<file path="config.mk">
export PLATFORM = sky130hd
export DESIGN_NAME = uart_rx
export DESIGN_NICKNAME = d
export VERILOG_FILES = /design/src/rtl/uart_rx_pkg.sv /design/src/rtl/baudgen_rx.sv /design/src/rtl/uart_rx.sv
export SDC_FILE = /design/constraint.sdc
export NUM_CORES = 1
export LEC_CHECK = 0
export BUFFER_PORTS_ARGS = -buffer_cell sky130_fd_sc_hd__clkbuf_2
export CAP_MARGIN = 20
export CORE_MARGIN = 4
export CORE_UTILIZATION = 60
export CTS_CLUSTER_SIZE = 28
export DETAILED_ROUTE_END_ITERATION = 16
export PLACE_DENSITY_LB_ADDON = 0.3
export SLEW_MARGIN = 20
export SYNTH_ARGS = -nofsm -noshare
export SYNTH_HDL_FRONTEND = slang
export SYNTH_SLANG_ARGS = --single-unit
</file>
<file path="constraint.sdc">
create_clock -name clk -period 4.3 [get_ports clk]
set_clock_uncertainty 0.05 [all_clocks]
set_input_delay 0.215 -clock clk [delete_from_list [all_inputs] [get_ports clk]]
set_output_delay 0.215 -clock clk [all_outputs]
set_load 0.05 [all_outputs]
</file>
<file path="src/rtl/uart_rx_pkg.sv">
// Shared UART definitions: receiver FSM state encoding and the baud divisors
// (clock cycles per bit at 12 MHz), the same values the transmitter uses.
package uart_rx_pkg;

    typedef enum logic [1:0] {
        IDLE = 2'd0,
        RECV = 2'd1,
        LOAD = 2'd2,
        DAV  = 2'd3
    } rx_state_e;

    localparam int B115200 = 104;
    localparam int B57600  = 208;
    localparam int B38400  = 313;
    localparam int B19200  = 625;
    localparam int B9600   = 1250;
    localparam int B4800   = 2500;
    localparam int B2400   = 5000;
    localparam int B1200   = 10000;
    localparam int B600    = 20000;
    localparam int B300    = 40000;

endpackage

</file>
<file path="src/rtl/baudgen_rx.sv">
// Mid-bit tick generator for the UART receiver. The counter sits at 0 while
// disabled, so the first tick after enabling lands half a bit in (the middle
// of the start bit) and later ticks follow one full bit apart.
module baudgen_rx
    import uart_rx_pkg::*;
#(
    parameter int BAUD = B300
) (
    input  logic clk,
    input  logic rstn,
    input  logic clk_ena,
    output logic clk_out
);

    localparam int CW = $clog2(BAUD);
    localparam logic [CW-1:0] LAST = CW'(BAUD - 1);
    localparam logic [CW-1:0] HALF = CW'(BAUD / 2);

    logic [CW-1:0] cnt_q;
    logic [CW-1:0] cnt_d;

    // Next count: hold at zero when disabled, otherwise count and wrap per bit.
    always_comb begin
        cnt_d = '0;
        if (clk_ena) begin
            cnt_d = (cnt_q == LAST) ? '0 : cnt_q + 1'b1;
        end
    end

    // Counter register.
    always_ff @(posedge clk or negedge rstn) begin
        if (!rstn) cnt_q <= '0;
        else       cnt_q <= cnt_d;
    end

    assign clk_out = (cnt_q == HALF);

endmodule

</file>
<file path="src/rtl/uart_rx.sv">
// UART 8N1 receiver: synchronizes rx, samples each bit at mid-bit and presents
// the byte on data with a one-cycle rcv strobe.
// Optional macro UART_RX_FRAMING_CHECK_EN: frames whose stop bit reads 0 are
// dropped and reported with a one-cycle ferr pulse instead of rcv.
module uart_rx
    import uart_rx_pkg::*;
#(
    parameter int BAUD = B300
) (
    input  logic       clk,
    input  logic       rstn,
    input  logic       rx,
    output logic [7:0] data,
    output logic       rcv,
    output logic       ferr
);

    logic       rx_meta_q;
    logic       rx_s_q;
    rx_state_e  state_q;
    rx_state_e  state_d;
    logic [3:0] bitc_q;
    logic [9:0] shifter_q;
    logic [7:0] data_q;
    logic       tick;
    logic       baud_ena;
    logic       load;
    logic       unused_start;
`ifdef UART_RX_FRAMING_CHECK_EN
    logic       ferr_q;
    logic       ferr_d;
`endif

    assign baud_ena = (state_q == RECV);

    baudgen_rx #(.BAUD(BAUD)) u_baudgen (
        .clk     (clk),
        .rstn    (rstn),
        .clk_ena (baud_ena),
        .clk_out (tick)
    );

    // Two-flop synchronizer for the asynchronous serial line (idles high).
    always_ff @(posedge clk or negedge rstn) begin
        if (!rstn) begin
            rx_meta_q <= 1'b1;
            rx_s_q    <= 1'b1;
        end else begin
            rx_meta_q <= rx;
            rx_s_q    <= rx_meta_q;
        end
    end

    // Bit counter, shift register and output byte register.
    always_ff @(posedge clk or negedge rstn) begin
        if (!rstn) begin
            bitc_q    <= 4'd0;
            shifter_q <= 10'h3FF;
            data_q    <= 8'h00;
        end else begin
            if (state_q == IDLE) bitc_q <= 4'd0;
            else if (tick)       bitc_q <= bitc_q + 4'd1;
            if (tick)            shifter_q <= {rx_s_q, shifter_q[9:1]};
            if (load)            data_q <= shifter_q[8:1];
        end
    end

    // FSM state register.
    always_ff @(posedge clk or negedge rstn) begin
        if (!rstn) state_q <= IDLE;
        else       state_q <= state_d;
    end

    // FSM next state; the first tick rejects a start bit that has gone high again.
    always_comb begin
        state_d = state_q;
        load    = 1'b0;
`ifdef UART_RX_FRAMING_CHECK_EN
        ferr_d  = 1'b0;
`endif
        case (state_q)
            IDLE: if (!rx_s_q) state_d = RECV;
            RECV: begin
                if (tick && (bitc_q == 4'd0) && rx_s_q) state_d = IDLE;
                else if (bitc_q == 4'd10)                state_d = LOAD;
            end
            LOAD: begin
`ifdef UART_RX_FRAMING_CHECK_EN
                if (!shifter_q[9]) begin
                    state_d = IDLE;
                    ferr_d  = 1'b1;
                end else begin
                    load    = 1'b1;
                    state_d = DAV;
                end
`else
                load    = 1'b1;
                state_d = DAV;
`endif
            end
            DAV:     state_d = IDLE;
            default: state_d = IDLE;
        endcase
    end

`ifdef UART_RX_FRAMING_CHECK_EN
    // Frame error pulse lands in the cycle where rcv would otherwise be high.
    always_ff @(posedge clk or negedge rstn) begin
        if (!rstn) ferr_q <= 1'b0;
        else       ferr_q <= ferr_d;
    end
    assign ferr = ferr_q;
`else
    assign ferr = 1'b0;
`endif

    // The start bit ends up in shifter_q[0] and carries no information.
    assign unused_start = shifter_q[0];

    assign data = data_q;
    assign rcv  = (state_q == DAV);

endmodule

</file>
==> out/results.ini <==
[pwr]
p_per_area_nw_per_um2 = 291
peakVddDrop_uv = 187
p_leak_nw = 0.970

[cells_and_area]
layout-drive-gt1-share_pct = 30.3
utilization_pct = 68.5
areaGrowthSynthToFinish_pct = 9.36
final_nets = 185
n_antenna_cell = 0

[logic_synthesis]
synth_edf_count = 0
synth_top_family_by_area = simple AND/OR/NAND/NOR gates
synth-compound-area-share_pct = 2.62
synthSimpleGateAreaFrac_pct = 18.7
yosysSeqAreaShare_pct = 54.4
async_flop_share_pct = 100
synth_top_cells_by_count = dfrtp_1, nor2_1, mux2_2, dfstp_2
synthAdderAreaFrac_pct = 3.27
netlist_instances = 162
ys_ff_latch = 41
synth_flop_cell = dfrtp_1
yosysUniqueCellTypes = 35
synth.most_common_cell = dfrtp_1
yosys.area.top_type = dfrtp_1
synth_area_sq_um = 1910
synth_area_leaders = dfrtp_1, dfstp_2, mux2_2
yosys_warnings = 0
synth_nets = 170
synthMuxAreaShare_pct = 10.5
synth_xor_area_share_pct = 6.87
synth_top_area_share_pct = 39.3
synth.avg_cell_area_sq_um = 11.8

[timing]
tightestPinTransition_ps = 578
layout_min_cycle_time_ps = 1870
setup_viol = 0
tns_ps = 0
drv_slew = 0
rsz0062_at_grt = no
slew_headroom_pct = 61.4
hold_viol_final = 0
period_share_pct = 43.6
fmax_mhz = 534

[detailed_routing]
viasPerCell = 5.44
wire_per_inst_microns = 14.2
ant_nets = 0
routed_wl_microns = 3140
firstDrtPassIters = 4
drc_errors = 0
drt_iter0_markers = 64
vias = 1207

[setup_path]
startpoint_type = flip-flop
critPathArrivalTime_ps = 2120
path_class = reg -> reg
r2r_slack_ps = 2430
end_kind = flip-flop
crit_fanout = 16
required_ps = 4550

[die]
fp.dieH_microns = 64.5
die_x_microns = 64.5
initial_utilization_pct = 62.6
core_area_sq_um = 3050
placementRows = 20
dieArea_sq_um = 4150
io-pin-count = 13

[global_route]
grt_max_degree = 42
grt_usage_pct = 18.0
grt_pass1_vias = 1245
grt-ovfl-total = 0
grt_pass1_wl_microns = 5660
antenna_found_initial = 0

[placement]
numPortBuffers = 11
hpwl_microns = 2190
routabilityCongestion = 0.901

[cts]
clock_sinks = 41
cts_resized = 0
htreeDepth = 2
cts_tree = yes
clkSlewWorstSetupHoldPaths_ps = 130
clockRootBuffer = clkbuf_4
numCtsBuffers = 5
insertion_delay_ps = 360
max-clock-path-buffers = 2

[hold_path]
min_path_type = in -> async

[job]
drv_cap = 0

[run_status]
status = complete, no violations

[kinds of logic (layout without fill, tap and decap cells)]
group / Yosys count / after routing
buffers and inverters: 14 / 30
muxes: 18 / 18
AOI/OAI and AO/OA: 8 / 8
xor gates and xnor gates: 15 / 15
other: 1 / 1
DFF: 41 / 41
adders and majority gates: 5 / 5
and+or+nand+nor: 60 / 60
[sequential cells by signal (all words and copies together) (netlist names), named ones only]
register,flops
bitc_q,4
state_q,1
rx_s_q,1
data,8
rx_meta_q,1
u_baudgen.cnt_q,16
shifter_q,9
[layout make-up]
type / count / area (sq um)
clock buffer: 6 / 51.3
clock inverter: 2 / 13.8
fill: 234 / 962
inverter: 8 / 30.0
multi-input combinational: 107 / 806
sequential: 41 / 1040
tap: 44 / 55.1
timing repair buffer: 14 / 95.1
[layer usage]
metal  track usage, %  wire (microns)  up-vias  share of wire [%]
li1                 -               -      584                  -
met1             21.6            1400      597                 44
met2             30.2            1560       18                 50
met3             5.89             122        8                3.9
met4             6.60              63        0                2.0
met5                0               0        -                  0
[through the flow]
stage	total power [mW]	setup slack [ps]	instances	cell area [sq um]	hold WS [ps]
final	0.609	2430	222	2090	192
after global routing	0.636	2300	222	2090	207
after CTS	0.612	2430	221	2070	316
after detailed placement	0.405	2440	211	1990	254
after global placement	0.405	2500	211	1990	257
after floorplan	0.398	2710	162	1910	-131
[critical path: stages (launching register included)]
cell and delay [ps]:
dfrtp_1 450, inv_1 80, ha_1 140, and4bb_2 250, nand4_4 260, or3_1 430, a21oi_1 140
[where the power goes]
| group | leakage (nW) | internal (mW) | switching (mW) |
|---|---|---|---|
| Sequential | 0.518 | 0.388 | 0.000447 |
| Combinational | 0.413 | 0.00364 | 0.00944 |
| Clock | 0.0382 | 0.0798 | 0.128 |
| Total | 0.970 | 0.471 | 0.138 |
[placed cells by master (no fill, tap or decap), drive strengths merged, types with 3 or more instances in the layout]
cell type   n
o21ai       3
mux2       17
nand2       5
ha          5
nand3       9
inv         8
clkbuf     17
nor4        4
xnor2       6
dfrtp      30
and2        3
nor2       20
xor2        9
nand4       8
dfstp      11
[repair_timing]
item                      in CTS  in global routing
hold endpoints to repair      31                  0
buffers inserted               0                  0
hold buffers                   2                  0
[final timing paths]
kind | start | end | depth (start not counted)
max | u_baudgen.cnt_q[0] | bitc_q[3] | 6
min | rstn | u_baudgen.cnt_q[14] | 2
max reg2reg | u_baudgen.cnt_q[0] | bitc_q[3] | 6
min reg2reg | rx_meta_q | rx_s_q | 0
max in group asynchronous | rstn | rx_meta_q | 3
min in group clk | rx_meta_q | rx_s_q | 0
Note: power is estimated with default switching activity, not from simulation.
